**src/rtl/store_commit_buffer_if.sv**
```systemverilog
// store_commit_buffer_if
// Groups the store-side, commit/kill, load-forwarding and data-memory write
// signals of the store commit buffer.
//   master : the pipeline side; drives stores, commit, kill and the load address
//   slave  : the buffer itself; drives ready, forwarding result, memory write, full/empty
interface store_commit_buffer_if #(
   parameter int ADDR_LEN = 32,
   parameter int DATA_LEN = 32
);
   logic                st_valid_i;
   logic [ADDR_LEN-1:0] st_addr_i;
   logic [DATA_LEN-1:0] st_data_i;
   logic                st_ready_o;
   logic                commit_i;
   logic                kill_i;
   logic [ADDR_LEN-1:0] ld_addr_i;
   logic                ld_hit_o;
   logic [DATA_LEN-1:0] ld_data_o;
   logic                dmem_we_o;
   logic [ADDR_LEN-1:0] dmem_waddr_o;
   logic [DATA_LEN-1:0] dmem_wdata_o;
   logic                full_o;
   logic                empty_o;

   modport master (
      output st_valid_i, st_addr_i, st_data_i, commit_i, kill_i, ld_addr_i,
      input  st_ready_o, ld_hit_o, ld_data_o, dmem_we_o, dmem_waddr_o,
             dmem_wdata_o, full_o, empty_o
   );

   modport slave (
      input  st_valid_i, st_addr_i, st_data_i, commit_i, kill_i, ld_addr_i,
      output st_ready_o, ld_hit_o, ld_data_o, dmem_we_o, dmem_waddr_o,
             dmem_wdata_o, full_o, empty_o
   );
endinterface

```
**src/rtl/store_commit_buffer.sv**
```systemverilog
// store_commit_buffer
// In-order buffer of executed stores. Stores wait speculatively until commit
// retires them, then drain one per cycle to data memory; kill discards every
// store that has not yet been committed.
// Ports:
//   clk_i   : clock
//   reset_i : asynchronous, active-high reset
//   bus     : store_commit_buffer_if.slave (store in, commit/kill, load lookup,
//             data-memory write, full/empty)
// Optional feature: define STORE_FWD_EN to forward the youngest buffered store
// matching ld_addr_i; otherwise ld_hit_o/ld_data_o are tied to zero.
module store_commit_buffer #(
   parameter int ENT_NUM  = 4,
   parameter int ENT_SEL  = 2,
   parameter int ADDR_LEN = 32,
   parameter int DATA_LEN = 32
) (
   input  logic                        clk_i,
   input  logic                        reset_i,
   store_commit_buffer_if.slave        bus
);
   localparam int PW = ENT_SEL + 1;

   // Pointers carry an extra wrap bit so full and empty are distinguishable.
   logic [PW-1:0]       head;
   logic [PW-1:0]       cptr;
   logic [PW-1:0]       tail;
   logic [PW-1:0]       count;
   logic [PW-1:0]       cptr_nxt;
   logic [ADDR_LEN-1:0] addr_q [ENT_NUM];
   logic [DATA_LEN-1:0] data_q [ENT_NUM];
   logic                full;
   logic                push;
   logic                commit_fire;
   logic                drain;

   assign count       = tail - head;
   assign full        = (count == PW'(ENT_NUM));
   assign push        = bus.st_valid_i && !full && !bus.kill_i;
   assign commit_fire = bus.commit_i && (cptr != tail);
   assign drain       = (head != cptr);
   assign cptr_nxt    = commit_fire ? cptr + PW'(1) : cptr;

   always_ff @(posedge clk_i or posedge reset_i) begin
      if (reset_i) begin
         head <= '0;
         cptr <= '0;
         tail <= '0;
      end else begin
         cptr <= cptr_nxt;
         // Kill rolls tail back to the commit point, so committed stores survive.
         if (bus.kill_i)
            tail <= cptr_nxt;
         else if (push)
            tail <= tail + PW'(1);
         if (drain)
            head <= head + PW'(1);
      end
   end

   // Entry contents need no reset; validity is tracked by the pointers alone.
   always_ff @(posedge clk_i) begin
      if (push) begin
         addr_q[tail[ENT_SEL-1:0]] <= bus.st_addr_i;
         data_q[tail[ENT_SEL-1:0]] <= bus.st_data_i;
      end
   end

   assign bus.st_ready_o   = !full;
   assign bus.full_o       = full;
   assign bus.empty_o      = (count == '0);
   assign bus.dmem_we_o    = drain;
   assign bus.dmem_waddr_o = drain ? addr_q[head[ENT_SEL-1:0]] : '0;
   assign bus.dmem_wdata_o = drain ? data_q[head[ENT_SEL-1:0]] : '0;

`ifdef STORE_FWD_EN
   logic [ENT_SEL-1:0]  fwd_idx;
   logic                fwd_hit;
   logic [DATA_LEN-1:0] fwd_data;

   // Walk oldest to youngest; a later match overwrites, leaving the youngest.
   always_comb begin
      fwd_hit  = 1'b0;
      fwd_data = '0;
      fwd_idx  = '0;
      for (int i = 0; i < ENT_NUM; i++) begin
         fwd_idx = head[ENT_SEL-1:0] + ENT_SEL'(i);
         if ((PW'(i) < count) && (addr_q[fwd_idx] == bus.ld_addr_i)) begin
            fwd_hit  = 1'b1;
            fwd_data = data_q[fwd_idx];
         end
      end
   end

   assign bus.ld_hit_o  = fwd_hit;
   assign bus.ld_data_o = fwd_data;
`else
   assign bus.ld_hit_o  = 1'b0;
   assign bus.ld_data_o = '0;
`endif
endmodule
```
**src/flat_wrapper.sv**
```systemverilog
// flat-port wrapper written by rule: the top's interface ports become plain ports
module store_commit_buffer_flat 
#(
   parameter int ENT_NUM  = 4,
   parameter int ENT_SEL  = 2,
   parameter int ADDR_LEN = 32,
   parameter int DATA_LEN = 32
)
  (clk_i, reset_i, bus_st_valid_i, bus_st_addr_i, bus_st_data_i, bus_commit_i, bus_kill_i, bus_ld_addr_i, bus_st_ready_o, bus_ld_hit_o, bus_ld_data_o, bus_dmem_we_o, bus_dmem_waddr_o, bus_dmem_wdata_o, bus_full_o, bus_empty_o);
  store_commit_buffer_if #(.ADDR_LEN(ADDR_LEN), .DATA_LEN(DATA_LEN)) bus_i ();
  input  logic clk_i;
  input  logic reset_i;
  input wire logic [$bits(bus_i.st_valid_i)-1:0] bus_st_valid_i;
  input wire logic [$bits(bus_i.st_addr_i)-1:0] bus_st_addr_i;
  input wire logic [$bits(bus_i.st_data_i)-1:0] bus_st_data_i;
  input wire logic [$bits(bus_i.commit_i)-1:0] bus_commit_i;
  input wire logic [$bits(bus_i.kill_i)-1:0] bus_kill_i;
  input wire logic [$bits(bus_i.ld_addr_i)-1:0] bus_ld_addr_i;
  output wire logic [$bits(bus_i.st_ready_o)-1:0] bus_st_ready_o;
  output wire logic [$bits(bus_i.ld_hit_o)-1:0] bus_ld_hit_o;
  output wire logic [$bits(bus_i.ld_data_o)-1:0] bus_ld_data_o;
  output wire logic [$bits(bus_i.dmem_we_o)-1:0] bus_dmem_we_o;
  output wire logic [$bits(bus_i.dmem_waddr_o)-1:0] bus_dmem_waddr_o;
  output wire logic [$bits(bus_i.dmem_wdata_o)-1:0] bus_dmem_wdata_o;
  output wire logic [$bits(bus_i.full_o)-1:0] bus_full_o;
  output wire logic [$bits(bus_i.empty_o)-1:0] bus_empty_o;
  assign bus_i.st_valid_i = bus_st_valid_i;
  assign bus_i.st_addr_i = bus_st_addr_i;
  assign bus_i.st_data_i = bus_st_data_i;
  assign bus_i.commit_i = bus_commit_i;
  assign bus_i.kill_i = bus_kill_i;
  assign bus_i.ld_addr_i = bus_ld_addr_i;
  assign bus_st_ready_o = bus_i.st_ready_o;
  assign bus_ld_hit_o = bus_i.ld_hit_o;
  assign bus_ld_data_o = bus_i.ld_data_o;
  assign bus_dmem_we_o = bus_i.dmem_we_o;
  assign bus_dmem_waddr_o = bus_i.dmem_waddr_o;
  assign bus_dmem_wdata_o = bus_i.dmem_wdata_o;
  assign bus_full_o = bus_i.full_o;
  assign bus_empty_o = bus_i.empty_o;
  store_commit_buffer #(.ENT_NUM(ENT_NUM), .ENT_SEL(ENT_SEL), .ADDR_LEN(ADDR_LEN), .DATA_LEN(DATA_LEN)) u_core (.clk_i(clk_i), .reset_i(reset_i), .bus(bus_i));
endmodule
```
**config.mk**
```make
export PLATFORM = sky130hd
export DESIGN_NAME = store_commit_buffer_flat
export DESIGN_NICKNAME = d
export VERILOG_FILES = /design/src/rtl/store_commit_buffer_if.sv /design/src/rtl/store_commit_buffer.sv /design/src/flat_wrapper.sv
export SDC_FILE = /design/constraint.sdc
export NUM_CORES = 1
export LEC_CHECK = 0
export ABC_AREA = 1
export CAP_MARGIN = 25
export CORE_MARGIN = 2
export CORE_UTILIZATION = 56
export DETAILED_ROUTE_END_ITERATION = 8
export PLACE_DENSITY = 0.85
export SYNTH_ARGS = -nofsm -noshare
export SYNTH_HDL_FRONTEND = slang
export SYNTH_SLANG_ARGS = --single-unit
```
**constraint.sdc**
```tcl
create_clock -name clk_i -period 12.2 [get_ports clk_i]
set_input_delay 1.83 -clock clk_i [delete_from_list [all_inputs] [get_ports clk_i]]
set_output_delay 1.83 -clock clk_i [all_outputs]
set_load 0.03 [all_outputs]
```
---- Yosys cells after proc, flatten, opt, wreduce, memory -nomap -nowiden ----
Memory sizes are Yosys's and may differ from the RTL's.
Cells that the tools add are included.
word-level totals
  bits in registers ....................... 9
  memory bits (writable) .................. 256
  output and inout bits ................... 101
  word-level logic and storage cells ...... 26
  memories ................................ 2
memory list
  name           depth  bits a word  rd ports  clocked after memory_dff  write ports  line                       RTL
  u_core.addr_q  4      32           1         0                         1            store_commit_buffer.sv:30  logic [ADDR_LEN-1:0] addr_q [ENT_NUM];
  u_core.data_q  4      32           1         0                         1            store_commit_buffer.sv:31  logic [DATA_LEN-1:0] data_q [ENT_NUM];
operators by class
  $add $sub $neg .......................... 4
  equal/unequal tests ..................... 3
  mux-type cells .......................... 7
  reduce and logical (&&, ||, !) cells .... 7
operator list
  cell                 number
  $mux 32              2
  $add 3x1->3 const B  3
  $mux 3               3
  $ne 3x3->1           2
  $eq 3x3->1 const B   1
  $logic_and 1x1->1    3
  $logic_not 3->1      1
  $sub 3x3->3          1
  $logic_not 1->1      2
  $mux 1               2
  $reduce_bool 2->1    1

---- Longest topological paths before layout ----
Gate-level depths: netlist of the first run.
  depth after elaboration ................. 7
  depth in mapped cells ................... 12

---- Worst setup path before layout of the first run ----
Ideal clock, no wire load.
  path type ............................... input port to flip-flop
  from .................................... in bus_kill_i
  to ...................................... mem u_core.addr_q[0][0] (enable)
  arrival ................................. 4821 ps
  data required time ...................... 11713 ps
  slack ................................... 6893 ps
  stages .................................. 3
  buffers on the path ..................... 0
  cells stage by stage .................... inv_1 nand3_1 nor2_1
on the way
  cells in the longest elaborated chain, start to end .. 4
RTL lines
  what                          line                       RTL
  start: declaration            flat_wrapper.sv:17         input wire logic [$bits(bus_i.kill_i)-1:0] bus_kill_i;
  $logic_not 1->1               store_commit_buffer.sv:39  assign push = bus.st_valid_i && !full && !bus.kill_i;
  $logic_and 1x1->1             store_commit_buffer.sv:39
  $mux 1                        store_commit_buffer.sv:63  if (push) begin
  $mux 1 (implied by the code)  store_commit_buffer.sv:64  addr_q[tail[ENT_SEL-1:0]] <= bus.st_addr_i;
  end: declaration              store_commit_buffer.sv:30
Every way passes these cells.

---- Worst setup path after layout of the first run ----
  from .................................... reg u_core.head[0]
  to ...................................... out bus_dmem_waddr_o[22]
on the way
  cells in the longest elaborated chain, start to end .. 2
RTL lines
  what                                               line                       RTL
  start: declaration                                 store_commit_buffer.sv:25  logic [PW-1:0] head;
  start signal: assignment                           store_commit_buffer.sv:57  head <= head + PW'(1);
  $mem_v2 4x32 / $ne 3x3->1 (equally long branches)  -
  $mux 32 (*)                                        store_commit_buffer.sv:73  assign bus.dmem_waddr_o = drain ? addr_q[head[ENT_SEL-1:0]] : '0;
  end: declaration                                   flat_wrapper.sv:23         output wire logic [$bits(bus_i.dmem_waddr_o)-1:0] bus_dmem_waddr_o;
Every way passes the cells marked *; elsewhere a longest branch is shown, timed or not.

==> results.sh, run 1 <==
export IMPL_fp_row_count=51
export IMPL_slew_headroom=0.323
export IMPL_seq_area_frac_synth=0.722
export IMPL_r2r_slack_ns=9.01
export IMPL_grt_max_degree=94
export IMPL_clock_latency_ns=0.52
export IMPL_clk_path_buf_depth=3
export IMPL_ys_flop_type="edfxtp_1"
export IMPL_coreArea_mm2=0.0193
export IMPL_start_util=0.567
export IMPL_p_leak_nw=4.58
export IMPL_port_buffers=136
export IMPL_fin_nets=1118
export IMPL_die_y_um=144
export IMPL_ant_nets=0
export IMPL_synth_edf_count=256
export IMPL_hpwl_mm=11.9
export IMPL_status="complete, no violations"
export IMPL_final_core_util=0.687
export IMPL_cts_buffers=26
export IMPL_grt_pass1_wl_mm=34.0
export IMPL_viasPerCell=5.33
export IMPL_slew_viol_final=0
export IMPL_yosys_cell_count_top_type="nor2_1"
export IMPL_final_setup_skew_ns=0.0109
export IMPL_maxCapViolCount=0
export IMPL_cts_setup_buffers=0
export IMPL_wire_per_inst_um=17.7
export IMPL_cts_resized=0
export IMPL_hold_violations=0
export IMPL_cts_tree="yes"
export IMPL_grt_pass1_vias=6631
export IMPL_tightest_slew_ns=1.02
export IMPL_period_share=0.446
export IMPL_drtPass1Iterations=6
export IMPL_postLayoutSetupSlackWorst_ns=6.75
export IMPL_antenna_found_initial=1
export IMPL_end_kind="output port"
export IMPL_synth_area_per_cell_um2=12.4
export IMPL_setup_tns_ns=0
export IMPL_die_w_um=144
export IMPL_yosys_top_cells_count="nor2_1, edfxtp_1, o21ai_0"
export IMPL_root_buffer="clkbuf_16"
export IMPL_gp_congestion=0.822
export IMPL_ys_ff_latch=265
export IMPL_via_count=6897
export IMPL_yosys_warnings=0
export IMPL_start_kind="flop"
export IMPL_ys_types=29
export IMPL_dpl_worst_slack_ns=7.28
export IMPL_path_cells="clkinv_2 > buf_4 > o21ai_0 > a21oi_2 > clkdlybuf4s50_1"
export IMPL_htree_num_levels=1
export IMPL_drt_iter0_markers=438
export IMPL_yosysTopAreaCell="edfxtp_1"
export IMPL_setup_viol=0
export IMPL_path_delay_family="buffers and inverters"
export IMPL_vdd_drop_max_mv=0.207
export IMPL_clk_pin_slew_worst_paths_ns=0.06
export IMPL_postSynth_asyncResetShare=0.0340
export IMPL_cp_max_fo=93
export IMPL_path_class="flop to output port"
export IMPL_worstPathArrival_ns=3.62
export IMPL_critical_path_slowest_cell="buf_4"
export IMPL_drive_above_1_share=0.0787
export IMPL_synth_top_area_frac=0.701
export IMPL_cp_num_buf_inv=3
export IMPL_antenna_cells=0
export IMPL_num_io_pins=202
export IMPL_fmax_ghz=0.184
export IMPL_fin_crit_ns=5.45
export IMPL_drc=0
export IMPL_grt_setup_unrepaired="no"
export IMPL_crit_required_ns=10.37
export IMPL_syn_to_final_growth_pct=21.2
export IMPL_drt_wl_total_mm=22.9
export IMPL_ctsHoldBuffers=0
export IMPL_worst_hold_path_type="flop to flop"
export IMPL_power_density_mw_per_mm2=300
export IMPL_netlist_top_cells_area="edfxtp_1, nor2_1, o21ai_0, buf_4, dfrtp_1"
export IMPL_netlist_instances=886
export IMPL_slowest_delay_ns=0.74
export IMPL_netlist_area_mm2=0.0110
export IMPL_die_area_mm2=0.0207
export IMPL_grt_use_total=0.215
export IMPL_clock_sinks=265
export IMPL_overflow=0
-- layer usage --
metal	up-vias	part of all wire	track usage
met5	-	0.00070	0
met4	2	0.020	0.0635
met3	44	0.076	0.0420
met2	288	0.52	0.390
met1	3279	0.39	0.261
li1	3284	-	-
-- per-stage QoR --
step,cells,total power (W),hold WS [ns],area (um^2)
2_1_floorplan,918,0.00249,0.534,11100
3_3_place_gp,1245,0.00310,0.599,12300
3_5_place_dp,1246,0.00314,0.598,12400
4_1_cts,1294,0.00401,0.614,13300
5_1_grt,1294,0.00419,0.658,13300
6_report,1294,0.00399,0.612,13300
-- area by class of cell --
class | instances | area [um^2]
clock buffer | 31 | 691
fill | 1320 | 6040
clock inverter | 17 | 243
timing repair buffer | 145 | 1440
inverter | 22 | 88.8
tap | 265 | 332
sequential | 265 | 7920
multi-input combinational | 549 | 2580
-- where the power goes --
group | switching [W] | internal [W] | total [W]
clock network | 0.000326 | 0.000532 | 0.000858
registers | 0.0000704 | 0.00114 | 0.00121
logic | 0.00125 | 0.000673 | 0.00192
total | 0.00164 | 0.00234 | 0.00399
-- logic make-up after synthesis --
family / count (synthesis) / synth area share
other: 1 / 0.000342
DFF: 265 / 0.722
xor gates and xnor gates: 8 / 0.00639
adders and majority gates: 8 / 0.00913
and+or+nand+nor: 303 / 0.108
buffers and inverters: 104 / 0.0570
AOI/OAI and AO/OA: 197 / 0.0975
-- worst reg2reg max path, stage by stage, from the launching register on --
cell and delay (ns):
dfrtp_4 0.67, ha_1 0.29, o21bai_1 0.18, nand2_1 0.13, nand3_4 0.12, nand3_1 0.32
nor2_4 0.38, buf_12 0.25, buf_4 0.49
-- flip-flops by register name (all words and copies together), names as in the netlist --
| register | count |
|---|---|
| u_core.data_q | 128 |
| u_core.tail | 3 |
| u_core.head | 3 |
| u_core.addr_q | 128 |
| u_core.cptr | 3 |
-- final timing paths --
| kind | from | endpoint | depth (start not counted) |
|---|---|---|---|
| max reg2reg | u_core.head[0]$_DFFE_PP0P_ | u_core.data_q[3][8]$_DFFE_PP_ | 8 |
| min | u_core.head[2]$_DFFE_PP0P_ | u_core.head[2]$_DFFE_PP0P_ | 1 |
| min in group asynchronous | reset_i | u_core.tail[2]$_DFFE_PP0P_ | 2 |
| max in group asynchronous | reset_i | u_core.head[0]$_DFFE_PP0P_ | 2 |
| min reg2reg | u_core.head[2]$_DFFE_PP0P_ | u_core.head[2]$_DFFE_PP0P_ | 1 |
| max | u_core.head[0]$_DFFE_PP0P_ | bus_dmem_waddr_o[22] | 5 |
-- placed cells by master, fill, tap and decap left out, types with 4 or more instances in the layout --
master and instances:
clkdlybuf4s50_1 136, inv_1 19, xnor2_1 4, o21ai_1 8, nor2_4 4, edfxtp_1 256
clkbuf_16 27, clkbuf_1 4, a21oi_1 44, bufinv_16 6, conb_1 33, xor2_1 4
nand3_1 13, a21oi_2 21, nand2_1 24, dfrtp_1 7, clkinv_1 5, buf_4 8
nor2_1 256, o21ai_0 122, ha_1 8
No activity file was read; power rests on OpenSTA's default activity.
==> inputs of run 2 (changes only) <==
Settings changed: CORE_UTILIZATION 56 to 52, PLACE_DENSITY 0.85 to 0.79.
Clock period 12.2 ns to 5.62 ns, I/O delays scaled along.
==> results.sh, run 2 (synthesis results as in run 1) <==
export IMPL_top_usage_layer="met2"
export IMPL_die_y_um=149
export IMPL_min_to="u_core.head[2]$_DFFE_PP0P_"
export IMPL_grt_use_total=0.194
export IMPL_r2r_slack_ns=1.86
export IMPL_cts_setup_buffers=0
export IMPL_port_buffers=136
export IMPL_final_setup_skew_ns=0.0101
export IMPL_p_leak_nw=4.55
export IMPL_slew_headroom=0.335
export IMPL_via_count=6795
export IMPL_placed_area_mm2=0.0124
export IMPL_r2r_start="u_core.head[1]$_DFFE_PP0P_"
export IMPL_cts_buffers=25
export IMPL_cts_resized=0
export IMPL_cp_max_fo=71
export IMPL_power_density_mw_per_mm2=637
export IMPL_drive_above_1_share=0.0788
export IMPL_final_core_util=0.632
export IMPL_crit_required_ns=4.78
export IMPL_antenna_cells=0
export IMPL_hold_depth=1
export IMPL_path_cells="buf_4 > nor2_1 > nor2_1 > o21ai_0 > a21oi_1 > clkdlybuf4s50_1"
export IMPL_drtPass1Iterations=5
export IMPL_met1_usage=0.239
export IMPL_coreArea_mm2=0.0209
export IMPL_grt_max_degree=94
export IMPL_gr_usage_met2=0.351
export IMPL_viasPerCell=5.21
export IMPL_nFillCells=1533
export IMPL_cp_num_buf_inv=2
export IMPL_clk_path_buf_depth=3
export IMPL_start_kind="flop"
export IMPL_drc=0
export IMPL_fp_row_count=53
export IMPL_clock_sinks=265
export IMPL_wire_per_inst_um=16.8
export IMPL_status="complete, no violations"
export IMPL_die_area_mm2=0.0223
export IMPL_drt_iter0_markers=417
export IMPL_fin_nets=1119
export IMPL_worstPathArrival_ns=3.53
export IMPL_critical_path_slowest_cell="dfrtp_4"
export IMPL_period_share=0.778
export IMPL_cts_tree="yes"
export IMPL_die_w_um=149
export IMPL_met3_usage=0.0352
export IMPL_num_io_pins=202
export IMPL_root_buffer="clkbuf_16"
export IMPL_ant_nets=0
export IMPL_r2r_end="u_core.addr_q[1][3]$_DFFE_PP_"
export IMPL_path_class="flop to output port"
export IMPL_slew_viol_final=0
export IMPL_final_cell_mix="nor2_1, edfxtp_1, clkdlybuf4s50_1"
export IMPL_path_delay_family="buffers and inverters"
export IMPL_vdd_drop_max_mv=0.614
export IMPL_antenna_found_initial=1
export IMPL_syn_to_final_growth_pct=20.4
export IMPL_tightest_slew_ns=0.997
export IMPL_worst_hold_path_type="flop to flop"
export IMPL_cp_num_cells=6
export IMPL_final_area_mm2=0.0132
export IMPL_grt_setup_unrepaired="no"
export IMPL_hold_violations=0
export IMPL_dpl_worst_slack_ns=1.80
export IMPL_overflow=0
export IMPL_r2r_cells=9
export IMPL_start_util=0.525
export IMPL_setup_viol=0
export IMPL_slowest_delay_ns=0.97
export IMPL_gp_congestion=0.786
export IMPL_ctsHoldBuffers=0
export IMPL_fmax_ghz=0.229
export IMPL_end_kind="output port"
export IMPL_whs_ns=0.586
export IMPL_clk_pin_slew_worst_paths_ns=0.06
export IMPL_postLayoutSetupSlackWorst_ns=1.25
export IMPL_hpwl_mm=11.8
export IMPL_htree_num_levels=1
export IMPL_maxCapViolCount=0
export IMPL_clock_latency_ns=0.51
export IMPL_hold_start="u_core.head[2]$_DFFE_PP0P_"
export IMPL_path_common_cell="nor2_1"
export IMPL_drt_wl_total_mm=21.9
export IMPL_fin_crit_ns=4.37
export IMPL_setup_tns_ns=0
export IMPL_grt_pass1_wl_mm=33.4
export IMPL_grt_pass1_vias=6680
## run 2: changes by cell type in the layout (fill, tap and decap cells not counted), moves of 2 or more
| cell | previous run | this run |
|---|---|---|
| clkinvlp_4 | 3 | 1 |
| clkinv_2 | 3 | 5 |
| buf_4 | 8 | 10 |
| clkbuf_8 | 0 | 4 |
| bufinv_16 | 6 | 2 |
| clkinv_1 | 5 | 3 |
| clkbuf_16 | 27 | 25 |
## run 2: worst max path at each step
stage,slack (ns),to,start
after floorplan,0.87,u_core.addr_q[0][0]$_DFFE_PP_,u_core.head[1]$_DFFE_PP0P_
after global placement,1.76,bus_dmem_waddr_o[14],u_core.head[0]$_DFFE_PP0P_
after detailed placement,1.80,u_core.addr_q[1][1]$_DFFE_PP_,u_core.head[1]$_DFFE_PP0P_
after CTS,1.28,bus_dmem_wdata_o[1],u_core.head[0]$_DFFE_PP0P_
after global routing,1.03,bus_dmem_waddr_o[13],u_core.head[0]$_DFFE_PP0P_
final,1.25,bus_dmem_wdata_o[1],u_core.head[0]$_DFFE_PP0P_
## run 2: worst register-to-register path, cell delays in order (launching register included)
cell and delay (ns):
dfrtp_2 1.02, inv_2 0.08, ha_1 0.32, inv_1 0.04
o21bai_1 0.16, nand2_1 0.13, nand3_4 0.13, nand3_1 0.31
nor2_4 0.69, buf_4 0.52
## run 2: layer usage
metal	vias up	wire, um
met4	2	274
met1	3264	8910
met3	27	1340
met2	220	11400
met5	-	13
li1	3282	-
## run 2: power by group
| group | switching, W | total, W | leakage (nW) | internal (W) |
|---|---|---|---|---|
| clock | 0.000665 | 0.00163 | 0.396 | 0.000962 |
| combinational | 0.00260 | 0.00408 | 1.72 | 0.00148 |
| sequential | 0.000231 | 0.00270 | 2.43 | 0.00247 |
## run 2: metrics by stage
| stage | std cells | total power, W |
|---|---|---|
| floorplan | 918 | 0.00540 |
| global placement | 1257 | 0.00675 |
| detailed placement | 1258 | 0.00684 |
| CTS | 1303 | 0.00848 |
| global route | 1303 | 0.00888 |
| finish | 1303 | 0.00841 |
## run 2: area by class of cell
class,count,area [um^2],area share
clock buffers,34,699,0.0530
clock inverters,11,108,0.00815
inverters,22,88.8,0.00673
multi-input cells,549,2580,0.195
flip-flops and latches,265,7920,0.600
well taps,275,344,0.0261
repair buffers,147,1460,0.111
